**src/rtl/ctrl_pkg.sv**
```systemverilog
// Shared encodings for the mini crypto processor control unit: opcodes, ALU
// operation codes and FSM states.
package ctrl_pkg;

   localparam logic [3:0] OP_NOP  = 4'h0;
   localparam logic [3:0] OP_LOAD = 4'h1;
   localparam logic [3:0] OP_XOR  = 4'h2;
   localparam logic [3:0] OP_ADD  = 4'h3;
   localparam logic [3:0] OP_ROTL = 4'h4;
   localparam logic [3:0] OP_JMP  = 4'h8;
   localparam logic [3:0] OP_JZ   = 4'h9;
   localparam logic [3:0] OP_JNZ  = 4'hA;
   localparam logic [3:0] OP_HALT = 4'hF;

   localparam logic [2:0] ALU_LOAD = 3'd0;
   localparam logic [2:0] ALU_XOR  = 3'd1;
   localparam logic [2:0] ALU_ADD  = 3'd2;
   localparam logic [2:0] ALU_ROTL = 3'd3;

   typedef enum logic [3:0] {
      ST_IDLE,
      ST_FETCH,
      ST_DECODE,
      ST_EXECUTE,
      ST_WAIT_ALU,
      ST_WRITEBACK,
      ST_ADVANCE,
      ST_BRANCH,
      ST_HALT
   } state_t;

endpackage

```
**src/rtl/control_unit_instr_decoder.sv**
```systemverilog
// Combinational opcode classifier: splits an opcode into ALU / branch / halt
// classes and resolves conditional branches against zero_flag.
module instr_decoder
   import ctrl_pkg::*;
(
   input  logic [3:0] opcode,
   input  logic       zero_flag,
   output logic       is_alu,
   output logic       is_branch_taken,
   output logic       is_halt,
   output logic [2:0] alu_op
);

   always_comb begin
      is_alu          = 1'b0;
      is_branch_taken = 1'b0;
      is_halt         = 1'b0;
      alu_op          = ALU_LOAD;
      case (opcode)
         OP_LOAD: begin is_alu = 1'b1; alu_op = ALU_LOAD; end
         OP_XOR:  begin is_alu = 1'b1; alu_op = ALU_XOR;  end
         OP_ADD:  begin is_alu = 1'b1; alu_op = ALU_ADD;  end
         OP_ROTL: begin is_alu = 1'b1; alu_op = ALU_ROTL; end
         OP_JMP:  is_branch_taken = 1'b1;
         OP_JZ:   is_branch_taken = zero_flag;
         OP_JNZ:  is_branch_taken = ~zero_flag;
         OP_HALT: is_halt = 1'b1;
         // NOP and unassigned opcodes fall through as NOP
         default: ;
      endcase
   end

endmodule

```
**src/rtl/control_unit.sv**
```systemverilog
// Multi-cycle Moore sequencer around program_counter, one instruction per pass.
// Optional ALU watchdog enabled by defining CTRL_ALU_TIMEOUT_EN.
module control_unit
   import ctrl_pkg::*;
#(
   parameter int ADDR_W      = 4,
   parameter int INSTR_W     = 8,
   parameter int ALU_TIMEOUT = 15
) (
   input  logic               clk,
   input  logic               reset,
   input  logic               start,
   input  logic [ADDR_W-1:0]  pc,
   input  logic [INSTR_W-1:0] instr_data,
   input  logic               zero_flag,
   input  logic               alu_done,
   output logic               pc_enable,
   output logic               jump,
   output logic [ADDR_W-1:0]  jump_addr,
   output logic               alu_start,
   output logic [2:0]         alu_op,
   output logic [ADDR_W-1:0]  operand,
   output logic               reg_we,
   output logic               busy,
   output logic               halted,
   output logic               error
);

   if (ALU_TIMEOUT < 1 || INSTR_W < 4 || ADDR_W > INSTR_W) begin : g_bad_cfg
      $error("control_unit: invalid parameter combination");
   end

   state_t             state_q, state_d;
   logic [INSTR_W-1:0] ir_q, ir_d;
   logic               pc_enable_q, pc_enable_d;
   logic               jump_q, jump_d;
   logic               alu_start_q, alu_start_d;
   logic               reg_we_q, reg_we_d;
   logic               busy_q, busy_d;
   logic               halted_q, halted_d;

   logic               dec_is_alu, dec_is_branch, dec_is_halt;
   logic [2:0]         dec_alu_op;

`ifdef CTRL_ALU_TIMEOUT_EN
   localparam int unsigned CNT_W = $clog2(ALU_TIMEOUT + 1);
   logic [CNT_W-1:0]   cnt_q, cnt_d;
   logic               error_q, error_d;
`endif

   // pc is consumed by program_counter and the ROM; the controller only needs the fetched word
   logic unused_pc;
   assign unused_pc = ^pc;

   instr_decoder u_decoder (
      .opcode          (ir_q[INSTR_W-1 -: 4]),
      .zero_flag       (zero_flag),
      .is_alu          (dec_is_alu),
      .is_branch_taken (dec_is_branch),
      .is_halt         (dec_is_halt),
      .alu_op          (dec_alu_op)
   );

   always_comb begin
      state_d = state_q;
      ir_d    = ir_q;
`ifdef CTRL_ALU_TIMEOUT_EN
      cnt_d   = cnt_q;
      error_d = error_q;
`endif
      case (state_q)
         ST_IDLE:      if (start) state_d = ST_FETCH;
         ST_FETCH: begin
            ir_d    = instr_data;
            state_d = ST_DECODE;
         end
         ST_DECODE: begin
            if (dec_is_halt)        state_d = ST_HALT;
            else if (dec_is_alu)    state_d = ST_EXECUTE;
            else if (dec_is_branch) state_d = ST_BRANCH;
            else                    state_d = ST_ADVANCE;
         end
         ST_EXECUTE: begin
            state_d = ST_WAIT_ALU;
`ifdef CTRL_ALU_TIMEOUT_EN
            cnt_d   = '0;
`endif
         end
         ST_WAIT_ALU: begin
            // alu_done takes priority over a watchdog expiry in the same cycle
            if (alu_done) begin
               state_d = ST_WRITEBACK;
            end
`ifdef CTRL_ALU_TIMEOUT_EN
            else if (cnt_q == CNT_W'(ALU_TIMEOUT - 1)) begin
               state_d = ST_HALT;
               error_d = 1'b1;
            end else begin
               cnt_d = cnt_q + CNT_W'(1);
            end
`endif
         end
         ST_WRITEBACK, ST_ADVANCE, ST_BRANCH: state_d = ST_FETCH;
         ST_HALT:      state_d = ST_HALT;
         default:      state_d = ST_IDLE;
      endcase

      // Outputs are decoded from the next state so they are registered with it
      pc_enable_d = (state_d == ST_WRITEBACK) || (state_d == ST_ADVANCE);
      jump_d      = (state_d == ST_BRANCH);
      alu_start_d = (state_d == ST_EXECUTE);
      reg_we_d    = (state_d == ST_WRITEBACK);
      busy_d      = (state_d != ST_IDLE) && (state_d != ST_HALT);
      halted_d    = (state_d == ST_HALT);
   end

   always_ff @(posedge clk) begin
      if (reset) begin
         state_q     <= ST_IDLE;
         ir_q        <= '0;
         pc_enable_q <= 1'b0;
         jump_q      <= 1'b0;
         alu_start_q <= 1'b0;
         reg_we_q    <= 1'b0;
         busy_q      <= 1'b0;
         halted_q    <= 1'b0;
`ifdef CTRL_ALU_TIMEOUT_EN
         cnt_q       <= '0;
         error_q     <= 1'b0;
`endif
      end else begin
         state_q     <= state_d;
         ir_q        <= ir_d;
         pc_enable_q <= pc_enable_d;
         jump_q      <= jump_d;
         alu_start_q <= alu_start_d;
         reg_we_q    <= reg_we_d;
         busy_q      <= busy_d;
         halted_q    <= halted_d;
`ifdef CTRL_ALU_TIMEOUT_EN
         cnt_q       <= cnt_d;
         error_q     <= error_d;
`endif
      end
   end

   assign pc_enable = pc_enable_q;
   assign jump      = jump_q;
   assign alu_start = alu_start_q;
   assign reg_we    = reg_we_q;
   assign busy      = busy_q;
   assign halted    = halted_q;
   assign operand   = ir_q[ADDR_W-1:0];
   assign jump_addr = ir_q[ADDR_W-1:0];
   assign alu_op    = dec_alu_op;
`ifdef CTRL_ALU_TIMEOUT_EN
   assign error     = error_q;
`else
   assign error     = 1'b0;
`endif

endmodule

```
**config.mk**
```make
export PLATFORM = sky130hd
export DESIGN_NAME = control_unit
export DESIGN_NICKNAME = d
export VERILOG_FILES = /design/src/rtl/ctrl_pkg.sv /design/src/rtl/control_unit_instr_decoder.sv /design/src/rtl/control_unit.sv
export SDC_FILE = /design/constraint.sdc
export NUM_CORES = 1
export LEC_CHECK = 0
export BUFFER_PORTS_ARGS = -buffer_cell sky130_fd_sc_hd__buf_2
export CORE_MARGIN = 10
export CORE_UTILIZATION = 50
export DETAILED_ROUTE_END_ITERATION = 8
export PLACE_DENSITY = 0.87
export SLEW_MARGIN = 20
export SYNTH_ARGS = -nofsm -noshare
export SYNTH_HDL_FRONTEND = slang
export SYNTH_SLANG_ARGS = --single-unit
```
**constraint.sdc**
```tcl
create_clock -name clk -period 2.4 [get_ports clk]
set_input_delay 0.48 -clock clk [delete_from_list [all_inputs] [get_ports clk]]
set_output_delay 0.48 -clock clk [all_outputs]
set_load 0.01 [all_outputs]
```
-- Yosys cells after proc, flatten, opt, wreduce, memory -nomap -nowiden
Index checks and enable logic that the tools add are counted.
- logic and storage cells: 47
- input port bits: 17
- output and inout port bits: 18
- flip-flop bits (word level): 18
- muxes and demuxes: 10
- equal/unequal tests: 22
- reductions and logical operators: 6
- bitwise logic cells: 1
- operators with widths (cell ; number):
    4-bit by 3-bit == test with 1-bit output, second input constant ; 8
    4-bit one-hot mux with 7 select lines ; 1
    4-bit == test, second input constant ; 6
    4-bit by 2-bit == test with 1-bit output, second input constant ; 5
    4-bit 2-to-1 mux ; 3
    4-bit by 1-bit == test with 1-bit output, second input constant ; 2
    2-bit one-hot mux with 3 select lines ; 1
    4-bit logical NOT ; 1
    4-bit inequality test, second input constant ; 1
    4-bit nonzero test ; 1
    4-bit OR reduction ; 1
    1-bit 2-to-1 mux ; 3
    3-bit 2-to-1 mux ; 1
    1-bit one-hot mux with 3 select lines ; 1
    3-bit OR reduction ; 1
    1-bit logical AND ; 1
    1-bit logical OR ; 1
    1-bit NOT ; 1

-- Longest topological paths before layout
- word-level depth: 8
- depth in mapped cells: 5

-- By module
Synthesis repeated with hierarchy kept, for this count alone.
- cells, all modules: 103
- area total of the unflattened synthesis: 884.6 µm²
- modules (own cells, without submodules) (module ; sequential area each (µm²) ; cells each ; area each (µm²) ; instances):
    control_unit ; 360.3 ; 89 ; 799.5 ; 1
    instr_decoder ; 0.0 ; 14 ; 85.1 ; 1

-- Least setup slack after synthesis
Ideal clock, no wire load.
- kind: reg-to-output
- from: register ir_q[6]
- to: output alu_op[1]
- data arrival time: 1000 ps
- cell stages (with the launch flop): 3
- setup slack: 920 ps
- buffers on the path: 0
- path through: dfxtp_1 > or3b_1 > a21oi_1
- word-level cells in the longest chain between the ends: 2
- RTL lines (what ; line ; text):
    start: declaration ; control_unit.sv:34 ; logic [INSTR_W-1:0] ir_q, ir_d;
    start signal: assignment ; control_unit.sv:133 ; ir_q <= ir_d;
    4-bit by 3-bit == test with 1-bit output or 4-bit by 2-bit == test with 1-bit output (tied branches) ; control_unit_instr_decoder.sv:19 ; case (opcode)
    2-bit one-hot mux with 3 select lines (*) ; control_unit_instr_decoder.sv:19 ;
    end: declaration ; control_unit.sv:21 ; output logic [2:0] alu_op,
Every way passes the cells marked *; elsewhere a longest branch is shown, timed or not.

-- Final worst setup path
Ends and elaborated chain as after synthesis.

==> metrics.md <==
| Metric | Value |
|---|---|
| Delay-heaviest family, CP | flip-flops |
| Post-DP HPWL | 1320 microns |
| Setup-failing EPs final | 0 |
| Clk buf depth | 2 |
| Antenna Nets Post-Route | 0 |
| Die width | ~62 microns |
| Layout Skew | 0.00257 ns |
| Clock sinks | 18 |
| Cts bufs inserted | 3 |
| Critical Path Sink Type | primary output |
| R2R setup slack | approximately 0.83 ns |
| Post-synth EDFFs | 0 |
| Unique masters post-synth | 32 |
| Count leader, synth | dfxtp_1 |
| FF+latch area | around 360 sq um |
| Setup ws final | 0.473 ns |
| Initial Util | ~52% |
| Core Region | between 1500 and 2000 sq um |
| Post_cts resized | 0 |
| Final total power | a little over 0.8 mW |
| Final hold slack | 0.414 ns |
| Rows | 15 |
| Routed WL | between 1500 and 2000 microns |
| R2R depth | 4 |
| Top FF cell, synth | dfxtp_1 |
| Vias in the first global route | 629 |
| Max-capacitance violation count | 0 |
| Post-synth top cells | dfxtp_1 (18), nand2_1 (17), a21oi_1 (14), buf_4 (11) |
| Achievable frequency | approximately 0.52 GHz |
| CTS tree | built |
| Clock root buffer | clkbuf_4 |
| Largest cells by area after synthesis | dfxtp_1 (40%), buf_4 (9.2%), a21oi_1 (7.8%), nand2_1 (7.1%), a2111oi_4 (3.1%) |
| Power Dens Cells | slightly above 800 nW/um^2 |
| Buf/Inv on CP | 1 |
| Die Ht | 62.3 microns |
| Hold Violations, Final | 0 |
| Static Leak | 0.410 nW |
| Hold crit path type | input port to flop |
| Yosys top cell by area | dfxtp_1 |
| Cell Area, Synth | a little under 900 sq um |
| CP max stage cell | dfxtp_1 |
| Vias | about 700 |
| Routability Congestion | just over 0.8 |
| Setup TNS | 0 ns |
| Max-slew violations | 0 |
| Drt pass-1 iters | 4 |
| Yosys Warn Count | 0 |
| DR DRC count | 0 |
| Setup slack at placement | ~0.82 ns |
| Status | finished, final reports clean |
| Fill cell count | between 100 and 150 |
| Final core occ | 58.9% |
| Worst path max stage delay | roughly 0.44 ns |
| Crit Path Max Fanout | 7 |
| Worst Hold Depth | 3 |
| Initial DRC count | 12 |
| H-Tree Depth | 1 |
| Final net count | approximately 140 |
| Critical R2R Launch | state_q[2] |
| Initial antenna violation count | 0 |
| Setup repair bufs after CTS | 0 |
| Post-synth ARST share | 0% |
| Sequential-to-total area share from yosys stat | approximately two fifths |
| FF+latch count, synth | 18 |
| CP arrival | 1.45 ns |
| Multi-input logic area | 438 sq um |
| Hold wc startpoint | instr_data[4] |
| Cell chain of the critical path | or3b_1 -> a21oi_1 -> buf_2 |
| Reg2reg end | alu_start |
| Mean Syn Cell Area | 9.02 sq um |
| Total GRT Usage | between 9 and 10% |
| Vias per cell | between 4 and 5 |
| Post-synthesis instance total | 99 |
| Diode count | 0 |
| RSZ-0062 raised after global routing | false |
| Tcrit/Tclk final | about 80% |
| CTS Hold Bufs | 0 |
| Worst-Skew Late Latency | between 0.2 and 0.3 ns |
| Critical Path RT | between 1.5 and 2 ns |
| Area grow syn2layout | 12.6% |
| Worst-path clk slew | 0.10 ns |
| Die area | between 3000 and 4000 sq um |
| VDD IR max | 0.461 mV |
| First-pass GRT wire length | 2900 microns |
| Share of layout cells above drive strength 1 | between 30% and 40% |
| Hold path endpoint | ir_q[4] |
| Crit path time final | between 1.5 and 2 ns |
| Worst setup SP type | flop |
| Avg WL per Cell | ~13 microns |
| Buffers on Ports | 28 |
| Largest net degree at the start of global routing | 19 |
| Kind of critical path | flop to primary output |
| Grt total ovfl | 0 |
| Share of the synthesized area in the top cell type | between 40% and 50% |
| I/O Pins | 35 |
cells by family after synthesis:
family | count (synthesis) | share of synthesized area [%]
AND/OR/NAND/NOR | 40 | 26.9
AO/OA/AOI/OAI | 22 | 17.9
flip-flops | 18 | 40.3
buffers and inverters | 15 | 11.1
multiplexers | 2 | 2.38
XOR/XNOR | 1 | 0.981
other | 1 | 0.420
worst min-delay path, cell delays in order:
cell	delay (ns)
buf_2	0.09
nand2_1	0.04
a21oi_1	0.05
area by class of cell:
type / count / share of cell area (%)
Timing Repair Buffer: 28 / 13.9
Sequential cell: 18 / 35.8
Tap cell: 25 / 3.11
Clock buffer: 4 / 3.61
Multi-Input combinational cell: 67 / 43.5
power by group:
part           total [mW]  switching (mW)  internal [mW]
Combinational       0.260           0.140          0.120
Clock               0.186          0.0932         0.0925
Sequential          0.384          0.0472          0.337
Total               0.830           0.280          0.550
through the flow:
stage          instances  instance area (sq um)
6_report             142                   1010
5_1_grt              142                   1010
4_1_cts              142                   1010
3_5_place_dp         138                    970
3_3_place_gp         138                    970
2_1_floorplan        100                    897
flip-flops by register name, summed over array words and instances, names as in the netlist:
name and count:
alu_start 1, busy 1, halted 1, ir_q 8, jump 1, pc_enable 1
reg_we 1, state_q 4
per-layer routing:
layer  vias to the layer above  routed length (microns)  GRT usage [%]
li1                        368                        -              -
met1                       314                      781           9.23
met2                        13                      920           16.2
met3                         4                       58           1.79
met4                         0                       44           5.87
met5                         -                        0              0
layout by cell type (no fill, tap or decap), types with 2 or more instances in the layout:
| master | n |
|---|---|
| conb_1 | 2 |
| dfxtp_1 | 18 |
| nor2_1 | 3 |
| nand2_1 | 17 |
| nor4_1 | 3 |
| nand3b_1 | 3 |
| a21oi_1 | 14 |
| clkbuf_4 | 3 |
| buf_2 | 28 |
| a21oi_2 | 2 |
| nor3_1 | 2 |
| nor3b_1 | 2 |
| or3b_1 | 2 |
worst max-delay path by stage:
stage / end / cells after the start / slack, ns / start
2_1_floorplan: alu_op[1] / 2 / 0.92 / ir_q[6]
3_3_place_gp: alu_start / 5 / 0.83 / zero_flag
3_5_place_dp: jump / 5 / 0.82 / zero_flag
4_1_cts: alu_op[1] / 3 / 0.48 / ir_q[6]
5_1_grt: alu_op[1] / 3 / 0.39 / ir_q[6]
6_report: alu_op[1] / 3 / 0.47 / ir_q[6]
(Power assumes the default switching activity.)
